==> config.mk <==
export PLATFORM = sky130hd
export DESIGN_NAME = eviction_write_buffer
export DESIGN_NICKNAME = d
export VERILOG_FILES = /design/src/rtl/eviction_write_buffer.sv
export SDC_FILE = /design/constraint.sdc
export NUM_CORES = 2
export LEC_CHECK = 0
export CAP_MARGIN = 10
export CORE_ASPECT_RATIO = 1.75
export CORE_MARGIN = 5
export CORE_UTILIZATION = 55
export CTS_CLUSTER_DIAMETER = 50
export DETAILED_ROUTE_END_ITERATION = 8
export GPL_TIMING_DRIVEN = 1
export PLACE_DENSITY = 0.75
export SKIP_CTS_REPAIR_TIMING = 1
export SLEW_MARGIN = 20
export SYNTH_ARGS = -nofsm -noshare
export SYNTH_HDL_FRONTEND = slang
export SYNTH_SLANG_ARGS = --single-unit
export TNS_END_PERCENT = 20
==> constraint.sdc <==
create_clock -name clk -period 79.5 [get_ports clk]
set_clock_uncertainty 0.15 [all_clocks]
set_input_delay 19.875 -clock clk [delete_from_list [all_inputs] [get_ports clk]]
set_output_delay 19.875 -clock clk [all_outputs]
set_load 0.01 [all_outputs]
==> src/rtl/eviction_write_buffer.sv <==
`default_nettype none
// ============================================================================
//  Module   : eviction_write_buffer
//  Purpose  : FIFO of evicted dirty cache lines between the L1 data cache and
//             physical memory. It takes a whole line per cycle, merges repeat
//             evictions of the same line, answers lookups, and drains one
//             line per memory burst.
//  Revision : 1.0 - initial release
// ============================================================================
module eviction_write_buffer #(
    parameter int BURST_W  = 128,
    parameter int ADDR_W   = 16,
    parameter int OFFSET_W = 4,
    parameter int DEPTH    = 4,
    parameter int CNT_W    = $clog2(DEPTH + 1)
) (
    input  logic               clk,
    input  logic               rst,
    input  logic               wb_push,
    input  logic [ADDR_W-1:0]  wb_push_addr,
    input  logic [BURST_W-1:0] wb_push_data,
    output logic               wb_full,
    output logic               wb_empty,
    output logic [CNT_W-1:0]   count,
    output logic               overflow,
    input  logic [ADDR_W-1:0]  lookup_addr,
    output logic               lookup_hit,
    output logic [BURST_W-1:0] lookup_data,
    input  logic               drain_pause,
    output logic               pmem_write,
    output logic [ADDR_W-1:0]  pmem_address,
    output logic [BURST_W-1:0] pmem_wdata,
    input  logic               pmem_resp
);

    localparam int c_LA_W  = ADDR_W - OFFSET_W;
    localparam int c_PTR_W = (DEPTH > 1) ? $clog2(DEPTH) : 1;

    localparam logic [0:0] c_IDLE  = 1'b0;
    localparam logic [0:0] c_DRAIN = 1'b1;

    // Entry storage
    logic [DEPTH-1:0]   valid_q;
    logic [c_LA_W-1:0]  line_q [DEPTH];
    logic [BURST_W-1:0] data_q [DEPTH];

    logic [c_PTR_W-1:0] head_q, tail_q;
    logic [CNT_W-1:0]   count_q, count_d;
    logic               overflow_q;
    logic [0:0]         state_q, state_d;
    logic [ADDR_W-1:0]  pmem_addr_q, pmem_addr_d;
    logic [BURST_W-1:0] pmem_wdata_q, pmem_wdata_d;

    logic [c_LA_W-1:0]  w_push_line, w_look_line;
    logic [DEPTH-1:0]   w_coal_vec;
    logic               w_full, w_pop, w_coalesce, w_append, w_drop;

    // Offset bits of incoming addresses carry no information for a line buffer
    logic w_unused_offsets;
    assign w_unused_offsets = ^{wb_push_addr[OFFSET_W-1:0], lookup_addr[OFFSET_W-1:0]};

    assign w_push_line = wb_push_addr[ADDR_W-1:OFFSET_W];
    assign w_look_line = lookup_addr[ADDR_W-1:OFFSET_W];

    // The in-flight head is excluded from merging so its burst data stays stable
    generate
        for (genvar g = 0; g < DEPTH; g++) begin : g_match
            assign w_coal_vec[g] = valid_q[g] && (line_q[g] == w_push_line) &&
                                   !((state_q == c_DRAIN) && (head_q == c_PTR_W'(g)));
        end
    endgenerate

    assign w_full     = (count_q == CNT_W'(DEPTH));
    assign w_pop      = (state_q == c_DRAIN) && pmem_resp;
    assign w_coalesce = wb_push && (|w_coal_vec);
    assign w_append   = wb_push && !(|w_coal_vec) && (!w_full || w_pop);
    assign w_drop     = wb_push && !(|w_coal_vec) && w_full && !w_pop;

    function automatic logic [c_PTR_W-1:0] next_ptr(input logic [c_PTR_W-1:0] p);
        if (p == c_PTR_W'(DEPTH - 1)) begin
            return '0;
        end
        return p + 1'b1;
    endfunction

    // Entry update: append at tail wins over clearing a popped head (full + pop)
    always_ff @(posedge clk or posedge rst) begin
        if (rst) begin
            for (int i = 0; i < DEPTH; i++) begin
                valid_q[i] <= 1'b0;
                line_q[i]  <= '0;
                data_q[i]  <= '0;
            end
        end else begin
            for (int i = 0; i < DEPTH; i++) begin
                if (w_append && (tail_q == c_PTR_W'(i))) begin
                    valid_q[i] <= 1'b1;
                    line_q[i]  <= w_push_line;
                    data_q[i]  <= wb_push_data;
                end else if (w_coalesce && w_coal_vec[i]) begin
                    data_q[i]  <= wb_push_data;
                end else if (w_pop && (head_q == c_PTR_W'(i))) begin
                    valid_q[i] <= 1'b0;
                end
            end
        end
    end

    // Occupancy follows appends and pops; merges leave it unchanged
    always_comb begin
        count_d = count_q;
        if (w_append && !w_pop) begin
            count_d = count_q + 1'b1;
        end else if (!w_append && w_pop) begin
            count_d = count_q - 1'b1;
        end
    end

    // Pointers, occupancy and the sticky drop flag
    always_ff @(posedge clk or posedge rst) begin
        if (rst) begin
            head_q     <= '0;
            tail_q     <= '0;
            count_q    <= '0;
            overflow_q <= 1'b0;
        end else begin
            if (w_append) tail_q <= next_ptr(tail_q);
            if (w_pop)    head_q <= next_ptr(head_q);
            count_q <= count_d;
            if (w_drop) overflow_q <= 1'b1;
        end
    end

    // FSM state register
    always_ff @(posedge clk or posedge rst) begin
        if (rst) begin
            state_q <= c_IDLE;
        end else begin
            state_q <= state_d;
        end
    end

    // FSM next state: the mandatory IDLE cycle between drains falls out of this
    always_comb begin
        state_d = state_q;
        case (state_q)
            c_IDLE:  if ((count_q != '0) && !drain_pause) state_d = c_DRAIN;
            c_DRAIN: if (pmem_resp) state_d = c_IDLE;
            default: state_d = c_IDLE;
        endcase
    end

    // FSM outputs: capture the head line on entry to DRAIN, hold otherwise
    always_comb begin
        pmem_addr_d  = pmem_addr_q;
        pmem_wdata_d = pmem_wdata_q;
        if ((state_q == c_IDLE) && (state_d == c_DRAIN)) begin
            pmem_addr_d  = {line_q[head_q], {OFFSET_W{1'b0}}};
            pmem_wdata_d = data_q[head_q];
        end
    end

    // Burst address/data registers
    always_ff @(posedge clk or posedge rst) begin
        if (rst) begin
            pmem_addr_q  <= '0;
            pmem_wdata_q <= '0;
        end else begin
            pmem_addr_q  <= pmem_addr_d;
            pmem_wdata_q <= pmem_wdata_d;
        end
    end

    // Lookup walks oldest to youngest so the youngest match wins
    always_comb begin
        logic [c_PTR_W:0]   sum;
        logic [c_PTR_W-1:0] idx;
        lookup_hit  = 1'b0;
        lookup_data = '0;
        sum         = '0;
        idx         = '0;
        for (int k = 0; k < DEPTH; k++) begin
            sum = {1'b0, head_q} + (c_PTR_W + 1)'(k);
            if (sum >= (c_PTR_W + 1)'(DEPTH)) begin
                sum = sum - (c_PTR_W + 1)'(DEPTH);
            end
            idx = sum[c_PTR_W-1:0];
            if (valid_q[idx] && (line_q[idx] == w_look_line)) begin
                lookup_hit  = 1'b1;
                lookup_data = data_q[idx];
            end
        end
    end

    assign wb_full      = w_full;
    assign wb_empty     = (count_q == '0);
    assign count        = count_q;
    assign overflow     = overflow_q;
    assign pmem_write   = (state_q == c_DRAIN);
    assign pmem_address = pmem_addr_q;
    assign pmem_wdata   = pmem_wdata_q;

endmodule
`default_nettype wire

## Yosys cells after proc, flatten, opt, wreduce, memory -nomap -nowiden

Index checks and enable logic that the tools add are counted.

| word-level totals | value |
|---|---|
| flip-flop bits (word level) | 713 |
| latch bits | 0 |
| memory bits (writable) | 0 |
| memory bits (read-only) | 0 |
| bits of input ports | 165 |
| output and inout port bits | 280 |
| logic and storage cells | 217 |
| memories kept | 0 |

| operators by class | value |
|---|---|
| add/subtract/negate cells | 11 |
| multipliers | 0 |
| divide/modulo/power cells | 0 |
| order comparisons | 13 |
| equality and inequality tests | 19 |
| shift-type cells | 0 |
| mux-type cells | 83 |
| bitwise logic cells | 6 |
| reductions and logical operators | 66 |

Operator list:

| kind | number |
|---|---|
| $mux W128 | 22 |
| $bmux W128 S2 | 5 |
| $bmux W12 S2 | 5 |
| $mux W12 | 10 |
| $eq A12 B12 Y1 | 8 |
| $logic_and A1 B1 Y1 | 38 |
| $mux W1 | 26 |
| $ge A3 B3 Y1 const B | 8 |
| $reduce_bool A2 Y1 | 9 |
| $mux W2 | 8 |
| $not A2 Y3 | 5 |
| $lt A2 B3 Y1 const B | 4 |
| $logic_not A1 Y1 | 9 |
| $bmux W1 S2 | 4 |
| $eq A2 B2 Y1 const B | 4 |
| $ne A2 B2 Y1 const B | 4 |
| $reduce_and A2 Y1 | 4 |
| $sub A2 B1 Y2 const B | 4 |
| $add A2 B2 Y3 const B | 2 |
| $mux W3 | 2 |
| $add A2 B1 Y2 const B | 2 |
| $eq A2 B1 Y1 const B | 2 |
| $logic_not A2 Y1 | 2 |
| $reduce_or A4 Y1 | 1 |
| other kinds (10) | 10 |

## Depth between registers and ports, before layout

| logic depth | value |
|---|---|
| depth after elaboration | 12 |
| gate-level depth with buffers | 20 |
| depth with buffers taken out | 14 |

## Least setup slack after synthesis

OpenSTA, ideal clock, no wires.

| path | value |
|---|---|
| path type | in2out |
| from | input lookup_addr[4] |
| to | output lookup_data[117] |
| arrival time | 21.992 ns |
| data required time | 59.475 ns |
| setup slack | 37.483 ns |
| cell stages on the path | 9 |
| path buffers | 3 |
| cells stage by stage | clkbuf_1 -> xor2_1 -> o2111ai_1 -> a2111oi_0 -> and4b_1 -> buf_2 -> clkbuf_1 -> a311oi_1 -> o22ai_1 |

| on the way | value |
|---|---|
| word-level cells in the longest chain between the ends | 6 |
| elaborated cells between the ends (all ways) | 12 |
| classes of those cells | eq/ne: 4; mux: 4; reduce/logical: 4 |

Ends and longest elaborated chain:

| item | line | RTL |
|---|---|---|
| from (decl) | 26 | `input logic [ADDR_W-1:0] lookup_addr,` |
| $eq A12 B12 Y1 | 188 | `if (valid_q[idx] && (line_q[idx] == w_look_line)) begin` |
| $logic_and A1 B1 Y1 | 188 |  |
| $mux W128 (3 in series) | 188 |  |
| $mux W128 (*) | 188 |  |
| to (decl) | 28 | `output logic [BURST_W-1:0] lookup_data,` |

Mark *: on every way between the ends. The rest lies on a longest branch, timed or not.

## Final worst setup path

| path | value |
|---|---|
| from | input lookup_addr[11] |
| to | output lookup_data[87] |

Same word-level chain as after synthesis.

==> reports/results.txt <==
Die H: 392 um
CP Depth: 11
Global-route wire length before repair: 210,000 um
Synthesis-to-layout area growth: 15.6%
Worst reg2reg setup slack: 73,560 ps
Register clock-pin slew on the reported worst setup and hold paths: 60 ps
CTS tree: yes
Worst Tran Pin Value: 1110 ps
Initial antenna violation count: 20
Multi-input gate area: 0.0258 mm2
FF-to-FF path depth: 10
ANT nets after route: 0
Clock Tree Buf Depth: 3
Power Internal: 1.57 mW
Register area: 0.0178 mm2
Ys Warns: 0
Mean Syn Cell Area: 14.1 um2
Synth cell types: 50
Clock latency on the worst-skew pair: 650 ps
TNS Setup: 0 ps
Dpl cells: 4,450
GRT overflow: 0
Sequential area share after synthesis: 0.389
Flop pwr share: 0.308
Final RePlAce weighted congestion: 0.908
Main synth FF type: dfrtp_1
F_max: 22.3 MHz
Reg-to-Reg End: data_q[44]$_DFFE_PP0P_
Combinational power share: 0.544
Data required, critical path: 59,470 ps
Layout cell share with drive strength beyond 1: 0.396
Commonest non-fill, non-tap cell in the layout: dfrtp_1
Num CTS Buffers: 73
Vias in the first global route: 34,800
Final min period: 44,860 ps
Worst Hold Class: reg2reg
Drt wl/cell: 29.3 um
Ports: 445
Non-filler cells, final: 4,600
Net Sw Power: 0.922 mW
FF+latch count, synth: 713
Largest net degree at the start of global routing: 150
Worst path cell trace: clkdlybuf4s50_1 > xor2_1 > o32ai_1 > nand4_1 > a2111o_2 > buf_4 > buf_4 > nor3b_1 > a311oi_1 > o22ai_1 > clkdlybuf4s50_1
Core Box Area: 0.0830 mm2
Critical path launch point: lookup_addr[11]
Syn Inst Count: 3,247
Drt total wl: 135,000 um
CTS sink cnt: 713
Power per Cell Area: 47.1 mW/mm2
Clock power frac: 0.148
Syn Std Cell Area: 0.0459 mm2
1st-iter DRT viols: 2,772
Number of port buffers: 432
DPL Wire Length: 81,500 um
Top delay family on crit path: buffers and inverters
Vias: 32,600
DR DRC count: 0
MaxCap Viol Count: 0
CP max stage cell: clkdlybuf4s50_1
Die area: 0.0895 mm2
Via-per-instance ratio: 7.08
Hold Fails Final Rpt: 0
FFs w/ async S/R, synth: 1.00
RSZ-0062 raised after global routing: no
Crit Path Class: in2out
Peak supply drop: 0.0533 mV
Total track usage: 0.299
Critical R2R Launch: head_q[1]$_DFFE_PP0P_
Slew headroom: 0.262
DRT Pass-1 Iters: 5
Pins over their slew limit: 0
LEAKAGE: 20.0 nW
Outcome: finished clean
Post-layout util: 0.639
Period utilisation layout: 0.564
Sw frac: 0.369
Fillers: 6,162
Commonest non-fill, non-tap cells in the layout: dfrtp_1, mux2_2, mux4_2
CP arrival: 24,830 ps
CP startpoint kind: primary input
Critical path's largest stage delay: 830 ps
Initial cell density of the core: 0.553
Root buffer cell: clkbuf_16
WP buf/inv: 4
Worst setup path endpoint: lookup_data[87]
H-tree level count: 3
Final setup vio count: 0
Row cnt: 140
Final #Nets: 3,638
Post-synth EDFFs: 0
CP endpoint kind: output port
CP max FO: 52
Die width: 228 um
-- power by group through the flow --
| stage | sequential (mW) | combinational [mW] | clock (mW) |
|---|---|---|---|
| detailed placement | 0.771 | 1.36 | 0 |
| CTS | 0.765 | 1.36 | 0.377 |
| floorplan | 0.709 | 1.06 | 0 |
| global placement | 0.731 | 1.30 | 0 |
| global route | 0.800 | 1.45 | 0.391 |
| finish | 0.770 | 1.36 | 0.370 |
-- metrics by stage --
stage	hold slack (ps)	setup WS (ps)	cell area (um2)	power [mW]
floorplan	322	37480	45900	1.77
global placement	317	34780	50300	2.04
detailed placement	319	34730	50400	2.13
CTS	333	34720	52900	2.50
global route	370	34500	53000	2.64
finish	327	34640	53000	2.50
-- per-layer routing --
layer | global-route usage | part of all wire | vias up
met5 | 0 | 0.00069 | -
met1 | 0.373 | 0.36 | 17300
met2 | 0.499 | 0.51 | 1616
met4 | 0.134 | 0.042 | 14
met3 | 0.0747 | 0.089 | 330
li1 | - | - | 13300
-- how the worst min path moves through the flow --
stage                                       startpoint  depth (start not counted)                      endpoint  slack, ps
after CTS                 pmem_address[13]$_DFFE_PP0P_                          2  pmem_address[13]$_DFFE_PP0P_        330
after floorplan                 valid_q[2]$_DFFE_PP0P_                          1        valid_q[2]$_DFFE_PP0P_        320
after global placement    pmem_address[13]$_DFFE_PP0P_                          2  pmem_address[13]$_DFFE_PP0P_        320
after global routing        pmem_wdata[89]$_DFFE_PP0P_                          1    pmem_wdata[89]$_DFFE_PP0P_        370
after detailed placement  pmem_address[13]$_DFFE_PP0P_                          2  pmem_address[13]$_DFFE_PP0P_        320
final                     pmem_address[13]$_DFFE_PP0P_                          2  pmem_address[13]$_DFFE_PP0P_        330
-- sequential cells by signal, indices dropped and copies added, names as in the netlist --
signal,cells
count,3
valid_q,4
pmem_address,12
data_q,512
line_q,48
head_q,2
overflow,1
pmem_write,1
pmem_wdata,128
tail_q,2
-- cell families (layout without fill, tap and decap cells) --
kind of cell	Yosys count	in the layout	synth area share
flip-flops	713	713	0.389
AND/OR/NAND/NOR	227	227	0.0316
other	1	19	0.0000817
XOR/XNOR	110	110	0.0210
multiplexers	1265	1265	0.441
buffers and inverters	485	755	0.0500
adder cells (fa/ha/maj)	10	10	0.00289
AO/OA/AOI/OAI	436	436	0.0645
-- layout make-up --
type / count / share of cell area
diodes: 15 / 0.000708
clock buffers: 105 / 0.0411
clock inverters: 27 / 0.00691
inverters: 141 / 0.0101
multi-input cells: 2052 / 0.487
flip-flops and latches: 713 / 0.337
well taps: 1065 / 0.0251
repair buffers: 482 / 0.0921
-- cell usage after synthesis (27+ instances only) --
cell / number / area (um2)
xnor2_1: 60 / 526
mux2_2: 672 / 7570
buf_4: 49 / 368
clkbuf_1: 136 / 510
buf_2: 130 / 651
inv_1: 141 / 529
mux2i_1: 30 / 300
mux2_1: 27 / 304
a311oi_1: 128 / 1120
dfrtp_1: 713 / 17800
o21ai_1: 33 / 165
nor3b_1: 129 / 968
o22ai_1: 131 / 820
xor2_1: 50 / 438
mux4_2: 536 / 12100
o21ai_0: 109 / 546
-- worst reg2reg max path, delay by kind of cell (launching register included) --
family	cells	cell delay, ps
buffers and inverters	2	1770
AND/OR/NAND/NOR	5	1760
flip-flops	1	640
AO/OA/AOI/OAI	1	630
multiplexers	1	490
adder cells (fa/ha/maj)	1	390
No activity file was read; power rests on OpenSTA's default activity.
